==> src/rtl/usrt_pkg.sv <==
// Shared USRT definitions: parity modes, TX state encoding and frame-length helper.
package usrt_pkg;

    localparam logic [1:0] PAR_NONE = 2'd0;
    localparam logic [1:0] PAR_EVEN = 2'd1;
    localparam logic [1:0] PAR_ODD  = 2'd2;

    typedef enum logic [1:0] {
        IDLE,
        DATA,
        PARITY,
        STOP
    } tx_state_t;

    // Bit periods in one frame: start + data + optional parity + stop bits.
    function automatic int unsigned frame_len(input int unsigned data_bits,
                                              input int unsigned parity,
                                              input int unsigned stop_bits);
        return 32'd1 + data_bits + ((parity != 32'd0) ? 32'd1 : 32'd0) + stop_bits;
    endfunction

endpackage

==> src/rtl/usrt_tx_framer_if.sv <==
// Word handshake between the TX register interface and the framer.
interface usrt_tx_framer_if #(
    parameter int unsigned DATA_BITS = 8
);
    logic [DATA_BITS-1:0] i_Data;
    logic                 i_Valid;
    logic                 o_Ready;

    modport master (
        output i_Data,
        output i_Valid,
        input  o_Ready
    );

    modport slave (
        input  i_Data,
        input  i_Valid,
        output o_Ready
    );
endinterface

==> src/rtl/usrt_parity_gen.sv <==
// Combinational parity for one data word; shared by the TX and RX paths.
module usrt_parity_gen
    import usrt_pkg::*;
#(
    parameter int unsigned DATA_BITS = 8
) (
    input  logic [DATA_BITS-1:0] i_Data,
    input  logic [1:0]           i_Mode,
    output logic                 o_Parity
);
    // Even parity is the plain XOR; odd parity inverts it.
    always_comb begin
        o_Parity = (^i_Data) ^ (i_Mode == PAR_ODD);
    end
endmodule

==> src/rtl/usrt_tx_framer.sv <==
// USRT transmit framer: one holding buffer feeding a tick-paced frame serialiser.
module usrt_tx_framer
    import usrt_pkg::*;
#(
    parameter int unsigned DATA_BITS = 8,
    parameter int unsigned PARITY    = 0,
    parameter int unsigned STOP_BITS = 1,
    parameter int unsigned MSB_FIRST = 0
) (
    input  logic            i_Clk,
    input  logic            i_Rst_n,
    input  logic            i_Bit_Tick,
    usrt_tx_framer_if.slave bus,
    output logic            o_Tx_Serial,
    output logic            o_Busy,
    output logic            o_Done
);
    localparam int unsigned FLEN  = frame_len(DATA_BITS, PARITY, STOP_BITS);
    localparam int unsigned CNT_W = $clog2(FLEN + 1);

    // The counter holds the number of bits already put on the line in this frame.
    localparam logic [CNT_W-1:0] CNT_ONE       = CNT_W'(1);
    localparam logic [CNT_W-1:0] CNT_DATA_END  = CNT_W'(DATA_BITS);
    localparam logic [CNT_W-1:0] CNT_FRAME_END = CNT_W'(FLEN);

    tx_state_t            state_q, state_d;
    logic                 buf_full_q;
    logic [DATA_BITS-1:0] buf_data_q;
    logic [DATA_BITS-1:0] shift_q, shift_d;
    logic [CNT_W-1:0]     cnt_q, cnt_d;
    logic                 par_q, par_d;
    logic                 tx_q, tx_d;
    logic                 done_q, done_d;
    logic                 par_calc;
    logic                 accept;
    logic                 frame_end;
    logic                 load;

    usrt_parity_gen #(
        .DATA_BITS(DATA_BITS)
    ) u_parity_gen (
        .i_Data  (buf_data_q),
        .i_Mode  (2'(PARITY)),
        .o_Parity(par_calc)
    );

    assign accept    = bus.i_Valid && !buf_full_q;
    assign frame_end = i_Bit_Tick && (state_q == STOP) && (cnt_q == CNT_FRAME_END);
    // A start needs a full buffer, so it can never coincide with an accept.
    assign load      = i_Bit_Tick && buf_full_q && ((state_q == IDLE) || frame_end);

    // Holding buffer: filled on accept, released when its word moves to the shifter.
    always_ff @(posedge i_Clk) begin
        if (!i_Rst_n) begin
            buf_full_q <= 1'b0;
            buf_data_q <= '0;
        end else if (accept) begin
            buf_full_q <= 1'b1;
            buf_data_q <= bus.i_Data;
        end else if (load) begin
            buf_full_q <= 1'b0;
        end
    end

    // FSM state register.
    always_ff @(posedge i_Clk) begin
        if (!i_Rst_n) begin
            state_q <= IDLE;
        end else begin
            state_q <= state_d;
        end
    end

    // FSM next state: each state names the kind of bit the next tick will emit.
    always_comb begin
        state_d = state_q;
        if (i_Bit_Tick) begin
            unique case (state_q)
                IDLE: begin
                    if (buf_full_q) state_d = DATA;
                end
                DATA: begin
                    if (cnt_q == CNT_DATA_END) begin
                        state_d = (PARITY != 0) ? usrt_pkg::PARITY : STOP;
                    end
                end
                usrt_pkg::PARITY: state_d = STOP;
                STOP: begin
                    if (cnt_q == CNT_FRAME_END) state_d = buf_full_q ? DATA : IDLE;
                end
                default: state_d = IDLE;
            endcase
        end
    end

    // FSM outputs: next line level, shifter, bit counter and done pulse.
    always_comb begin
        tx_d    = tx_q;
        cnt_d   = cnt_q;
        shift_d = shift_q;
        par_d   = par_q;
        done_d  = frame_end;
        if (load) begin
            tx_d    = 1'b0;
            cnt_d   = CNT_ONE;
            shift_d = buf_data_q;
            par_d   = par_calc;
        end else if (i_Bit_Tick) begin
            unique case (state_q)
                DATA: begin
                    if (MSB_FIRST != 0) begin
                        tx_d    = shift_q[DATA_BITS-1];
                        shift_d = shift_q << 1;
                    end else begin
                        tx_d    = shift_q[0];
                        shift_d = shift_q >> 1;
                    end
                    cnt_d = cnt_q + CNT_ONE;
                end
                usrt_pkg::PARITY: begin
                    tx_d  = par_q;
                    cnt_d = cnt_q + CNT_ONE;
                end
                STOP: begin
                    tx_d  = 1'b1;
                    cnt_d = frame_end ? '0 : cnt_q + CNT_ONE;
                end
                default: ;
            endcase
        end
    end

    // Datapath registers; the line only moves on the update following a tick.
    always_ff @(posedge i_Clk) begin
        if (!i_Rst_n) begin
            tx_q    <= 1'b1;
            cnt_q   <= '0;
            shift_q <= '0;
            par_q   <= 1'b0;
            done_q  <= 1'b0;
        end else begin
            tx_q    <= tx_d;
            cnt_q   <= cnt_d;
            shift_q <= shift_d;
            par_q   <= par_d;
            done_q  <= done_d;
        end
    end

    assign bus.o_Ready = !buf_full_q;
    assign o_Tx_Serial = tx_q;
    assign o_Busy      = (state_q != IDLE);
    assign o_Done      = done_q;

endmodule

==> src/flat_wrapper.sv <==
// flat-port wrapper written by rule: the top's interface ports become plain ports
module usrt_tx_framer_flat import usrt_pkg::*;
#(
    parameter int unsigned DATA_BITS = 8,
    parameter int unsigned PARITY    = 0,
    parameter int unsigned STOP_BITS = 1,
    parameter int unsigned MSB_FIRST = 0
)
  (i_Clk, i_Rst_n, i_Bit_Tick, o_Tx_Serial, o_Busy, o_Done, bus_i_Data, bus_i_Valid, bus_o_Ready);
  usrt_tx_framer_if #(.DATA_BITS(DATA_BITS)) bus_i ();
  input  logic i_Clk;
  input  logic i_Rst_n;
  input  logic i_Bit_Tick;
  output logic o_Tx_Serial;
  output logic o_Busy;
  output logic o_Done;
  input wire logic [$bits(bus_i.i_Data)-1:0] bus_i_Data;
  input wire logic [$bits(bus_i.i_Valid)-1:0] bus_i_Valid;
  output wire logic [$bits(bus_i.o_Ready)-1:0] bus_o_Ready;
  assign bus_i.i_Data = bus_i_Data;
  assign bus_i.i_Valid = bus_i_Valid;
  assign bus_o_Ready = bus_i.o_Ready;
  usrt_tx_framer #(.DATA_BITS(DATA_BITS), .PARITY(PARITY), .STOP_BITS(STOP_BITS), .MSB_FIRST(MSB_FIRST)) u_core (.i_Clk(i_Clk), .i_Rst_n(i_Rst_n), .i_Bit_Tick(i_Bit_Tick), .bus(bus_i), .o_Tx_Serial(o_Tx_Serial), .o_Busy(o_Busy), .o_Done(o_Done));
endmodule
==> config.mk <==
export PLATFORM = sky130hd
export DESIGN_NAME = usrt_tx_framer_flat
export DESIGN_NICKNAME = d
export VERILOG_FILES = /design/src/rtl/usrt_pkg.sv /design/src/rtl/usrt_tx_framer_if.sv /design/src/rtl/usrt_parity_gen.sv /design/src/rtl/usrt_tx_framer.sv /design/src/flat_wrapper.sv
export SDC_FILE = /design/constraint.sdc
export NUM_CORES = 1
export LEC_CHECK = 0
export CAP_MARGIN = 20
export CORE_ASPECT_RATIO = 1.4
export CORE_UTILIZATION = 25
export CTS_BUF_LIST = sky130_fd_sc_hd__clkbuf_4 sky130_fd_sc_hd__clkbuf_8
export CTS_CLUSTER_DIAMETER = 40
export DETAILED_ROUTE_END_ITERATION = 8
export GPL_ROUTABILITY_DRIVEN = 0
export HOLD_SLACK_MARGIN = 0.08
export SLEW_MARGIN = 0
export SYNTH_ARGS = -nofsm -noshare
export SYNTH_HDL_FRONTEND = slang
export SYNTH_HIERARCHICAL = 1
export SYNTH_SLANG_ARGS = --single-unit
==> constraint.sdc <==
create_clock -name i_Clk -period 3.95 [get_ports i_Clk]
set_input_delay 0.395 -clock i_Clk [delete_from_list [all_inputs] [get_ports i_Clk]]
set_output_delay 0.395 -clock i_Clk [all_outputs]
set_load 0.005 [all_outputs]
# Yosys cells after proc, flatten, opt, wreduce, memory -nomap -nowiden
# Index checks and enable logic that the tools add are counted.
[classes] n_addsub=1 n_mul=0 div_mod_pow=0 n_lt_le_gt_ge=0 eq_ne=8 shift=0 mux=17 n_bitwise=1 reduce_logical=23
[ops] operator="$mux 8" count=3
[ops] operator="$reduce_bool 2->1" count=5
[ops] operator="$eq 4x4->1 const B" count=2
[ops] operator="$pmux 2 s4" count=1
[ops] operator="$pmux 4 s2" count=1
[ops] operator="$reduce_and 2->1" count=4
[ops] operator="$reduce_xor 8->1" count=1
[ops] operator="$mux 1" count=7
[ops] operator="$mux 2" count=3
[ops] operator="$logic_and 1x1->1" count=5
[ops] operator="$add 4x1->4 const B" count=1
[ops] operator="$eq 2x2->1 const B" count=2
[ops] operator="$mux 4" count=1
[ops] operator="$ne 2x1->1 const B" count=2
[ops] operator="$reduce_and 4->1" count=1
[ops] operator="$reduce_bool 4->1" count=1
[ops] operator="$reduce_or 2->1" count=2
[ops] operator="$pmux 1 s3" count=1
[ops] operator="$reduce_bool 3->1" count=1
[ops] operator="$eq 2x1->1 const B" count=1
[ops] operator="$logic_not 2->1" count=1
[ops] operator="$ne 2x2->1 const B" count=1
[ops] operator="$logic_not 1->1" count=1
[ops] operator="$logic_or 1x1->1" count=1
[ops] operator="$not 1->1" count=1
[totals] regBits=26 latch_bits=0 ramBits=0 mem_bits_ro=0 in_bits=12 output_inout_bits=4 wordCells=59 memories=0

# Depth between registers and ports, before layout
[logic_depth] word_depth=7 mapped_depth=7 ltp_nobuf=6

# Modules after synthesis
# The synthesis kept the hierarchy.
[by_module_without_submodules] mod="usrt_tx_framer" instances=1 cells_per_inst=144 area_each_um2=1326.3 seq_area_each_um2=520.5
[by_module_without_submodules] mod="usrt_parity_gen" instances=1 cells_per_inst=8 area_each_um2=88.8 seq_area_each_um2=0.0

# Least setup slack after synthesis
# OpenSTA, ideal clock, no wires.
[synth_path] kind="flip-flop to flip-flop" start="register u_core.cnt_q[0]" end="register u_core.shift_q[1]" setup_time_ns=0.116 t_arrival_ns=1.351 t_required_ns=3.834 slack_ns=2.483 stages_incl_launch_ff=8 n_path_buf=1 synth_period_minus_slack_ns=1.467 path_cell_list="dfxtp_1 inv_1 ha_1 and4b_4 o211ai_4 buf_6 nand3_1 o211a_1"
[synth_between] elab_chain_len=6 elab_cells_between_ends=8 cone_classes="1 x eq/ne; 1 x mux; 6 x reduce/logical"
[synth_rtl] element="from (decl)" line="usrt_tx_framer.sv:30" rtl="logic [CNT_W-1:0] cnt_q, cnt_d;"
[synth_rtl] element="from (signal assigned)" line="usrt_tx_framer.sv:143" rtl="cnt_q <= cnt_d;"
[synth_rtl] element="$eq 4x4->1 (*)" line="usrt_tx_framer.sv:48" rtl="assign frame_end = i_Bit_Tick && (state_q == STOP) && (cnt_q == CNT_FRAME_END);"
[synth_rtl] element="$logic_and 1x1->1 (*)" line="usrt_tx_framer.sv:48"
[synth_rtl] element="$logic_or 1x1->1 (*)" line="usrt_tx_framer.sv:50" rtl="assign load = i_Bit_Tick && buf_full_q && ((state_q == IDLE) || frame_end);"
[synth_rtl] element="$logic_and 1x1->1 (*)" line="usrt_tx_framer.sv:50"
[synth_rtl] element="$reduce_bool 2->1 (no source line)"
[synth_rtl] element="$reduce_and 2->1 (no source line)"
[synth_rtl] element="to (signal assigned)" line="usrt_tx_framer.sv:144" rtl="shift_q <= shift_d;"
[synth_rtl] element="to (decl)" line="usrt_tx_framer.sv:29" rtl="logic [DATA_BITS-1:0] shift_q, shift_d;"
# Mark *: on every way between the ends. The rest lies on a longest branch, timed or not.
# A chain may end at the register's enable or synchronous reset.

# Worst setup path after layout
[layout_path] start="register u_core.state_q[1]" end="output o_Busy"
[layout_between] elab_chain_len=1
[layout_rtl] element="from (decl)" line="usrt_tx_framer.sv:26" rtl="tx_state_t state_q, state_d;"
[layout_rtl] element="from (signal assigned)" line="usrt_tx_framer.sv:70" rtl="state_q <= state_d;"
[layout_rtl] element="$reduce_bool 2->1" line="usrt_tx_framer.sv:152" rtl="assign o_Busy = (state_q != IDLE);"
[layout_rtl] element="to (decl)" line="flat_wrapper.sv:15" rtl="output logic o_Busy;"
# Every way passes these cells.

==> results.yml <==
setup_path:
  slowest_delay_ns: 0.49
  cp.required_ns: 3.56
  crit_family: "buffers and inverters"
  cp.arrival_ns: 1.60
  cpMaxStageDelayCell: "clkdlybuf4s50_1"
  reg2reg_from: "u_core/cnt_q[0]"
  rrSetupSlack_ns: 2.05
  end_kind: "output port"
  critical_path.startpoint_type: "flop"
  reg2reg_depth: 6
  rr_endpoint: "u_core/shift_q[0]"
  path_buf_inv: 3
  cp_common_cell: "inv_1"
  path_cells: "inv_1 > ha_1 > inv_1 > clkdlybuf4s50_1"
  path_class: "flop to output port"
  path_max_fanout: 4
  timing.critical_path.from: "u_core/state_q[1]"
sta:
  finalSetupViolCount: 0
  finalCritPeriodShare: 0.504
  setup_slack_ns: 1.96
  skew_ns: 0.00461
  whs_ns: 0.470
  setup_tns_ns: 0
  max_freq_ghz: 0.502
  worstMarginPinSlew_ns: 0.963
  hold_viol: 0
  fin_crit_ns: 1.99
  max_slew_margin: 0.357
  rsz0062_at_grt: "false"
  drv_slew: 0
flow_run:
  cap_viol_max_count: 0
final_layout:
  fill_cells: 584
  n_antenna_cell: 0
  multiInputGateArea_um2: 822
  layout_commonest_cell: "dfxtp_1"
  drive_gt1_frac: 0.0736
  syn_to_final_growth_pct: 16.3
  finish.utilization: 0.300
  fin_nets: 185
  final_cell_mix: "26 x dfxtp_1, 18 x nand3_1, 15 x clkdlybuf4s50_1"
  seqCellArea_um2: 520
clock_tree:
  cts_setup_buffers: 0
  cts_tree: "yes"
  cts_hold_buffers: 0
  insertion_delay_ns: 0.27
  cts_resized: 0
  numCtsBuffers: 3
  root_buffer: "clkbuf_8"
  cts.reportedPaths.clkPinSlew_ns: 0.08
  clock-sinks: 26
  cts_buffer_depth: 2
  cts.htree.levels: 1
worst_hold_path:
  hold_path_class: "flop to flop"
  hp-start: "u_core/par_q"
  holdPathStages: 2
  min_to: "u_core/par_q"
floorplan:
  num_rows: 32
  io_pins: 16
  die_y_um: 91.0
  fp.dieW_um: 65.6
  core_um2: 5490
  die_area_um2: 5970
  start_util: 0.258
global_route:
  grt_pass1_wl_um: 4550
  gr-total-overflow: 0
  track_usage: 0.0985
  grt_max_degree: 26
  grt_pass1_vias: 1013
  antenna_found_initial: 0
synth:
  async_flop_share: 0
  ys_seq_area_frac: 0.368
  syn_inst: 152
  synth-seq-cells: 26
  synthesis.area_um2: 1420
  syn_area_per_cell_um2: 9.31
  ys_types: 38
  ys.flop_type: "dfxtp_1"
  synth-edff-count: 0
  ys.warnings.count: 6
placement:
  place_ws_ns: 1.83
  io_buffer_count: 15
  post-dp-hpwl_um: 1950
drt:
  drc: 0
  postRouteWirelength_um: 2720
  drt_iter0_markers: 69
  ant_nets: 0
  vias: 1068
  wire_per_inst_um: 11.8
  via_per_inst: 4.62
  drt_first_pass_iters: 4
power_and_ir_drop:
  p_total_w: 0.000569
  power_density_nw_per_um2: 346
  p_leak_nw: 0.670
  ir_drop_v: 0.000108
run_status:
  outcome: "completed"
==> how the worst max path moves through the flow <==
stage                                 to  slack, ns  depth (start not counted)
floorplan              u_core/shift_q[1]       2.48                          7
global placement    u_core/buf_data_q[2]       1.83                          4
detailed placement  u_core/buf_data_q[6]       1.83                          4
CTS                               o_Busy       1.93                          4
global route                      o_Busy       1.87                          4
finish                            o_Busy       1.96                          4
==> layout make-up <==
cell class,instances,share of cell area
well taps,68,0.0517
clock buffers,3,0.0251
repair buffers,15,0.0913
inverters,7,0.0160
flip-flops and latches,26,0.316
multi-input cells,112,0.500
==> where the power goes <==
part / total, W / switching, W / internal, W / leakage, nW
clock network: 0.000150 / 0.0000812 / 0.0000684 / 0.0216
registers: 0.000296 / 0.0000156 / 0.000280 / 0.213
logic: 0.000124 / 0.0000587 / 0.0000649 / 0.436
==> cells in the mapped netlist, types with 2 or more instances <==
| master | n | area, um^2 |
|---|---|---|
| dfxtp_1 | 26 | 521 |
| nand3_1 | 18 | 90.1 |
| nand2_1 | 14 | 52.6 |
| nor2b_1 | 10 | 62.6 |
| mux2i_1 | 9 | 90.1 |
| ha_1 | 8 | 100 |
| inv_1 | 7 | 26.3 |
| o211a_1 | 7 | 70.1 |
| o21ai_0 | 6 | 30.0 |
| buf_2 | 4 | 20.0 |
| nand3b_1 | 4 | 30.0 |
| xnor2_1 | 4 | 35.0 |
| a21oi_1 | 3 | 15.0 |
| a21oi_2 | 3 | 26.3 |
| buf_6 | 2 | 22.5 |
| clkbuf_1 | 2 | 7.51 |
| nand4_1 | 2 | 12.5 |
| nor2_1 | 2 | 7.51 |
| nor3_1 | 2 | 10.0 |
==> tightest hold or removal path, delay by kind of cell (launching register included) <==
family          cells  cell delay, ns
compound gates      1            0.05
flops               1            0.32
simple gates        1            0.06
==> metrics by stage <==
step / cells / area, um^2
floorplan: 153 / 1420
global placement: 228 / 1600
detailed placement: 228 / 1600
CTS: 231 / 1650
global route: 231 / 1650
finish: 231 / 1650
==> layer usage <==
metal / global-route usage / up-vias / share of wire / wire length, um
met5: 0 / - / 0 / 0
met4: 0.0525 / 0 / 0.019 / 53
met3: 0.0201 / 5 / 0.028 / 77
met2: 0.169 / 15 / 0.50 / 1370
met1: 0.111 / 497 / 0.45 / 1220
li1: - / 551 / - / -
==> flip-flops by register name, summed over array words and instances, names as in the netlist <==
| register | count |
|---|---|
| u_core/o_Tx_Serial | 1 |
| u_core/buf_data_q | 8 |
| u_core/state_q | 2 |
| u_core/cnt_q | 4 |
| u_core/o_Done | 1 |
| u_core/par_q | 1 |
| u_core/buf_full_q | 1 |
| u_core/shift_q | 8 |
==> cells by family after synthesis <==
group                      count (synthesis)  share of synthesized area
AOI/OAI and AO/OA                         28                      0.157
xor gates and xnor gates                   7                     0.0584
adders and majority gates                  8                     0.0707
buffers and inverters                     15                     0.0539
DFF                                       26                      0.368
muxes                                      9                     0.0637
other                                      1                    0.00265
and+or+nand+nor                           58                      0.225
(Power assumes the default switching activity.)
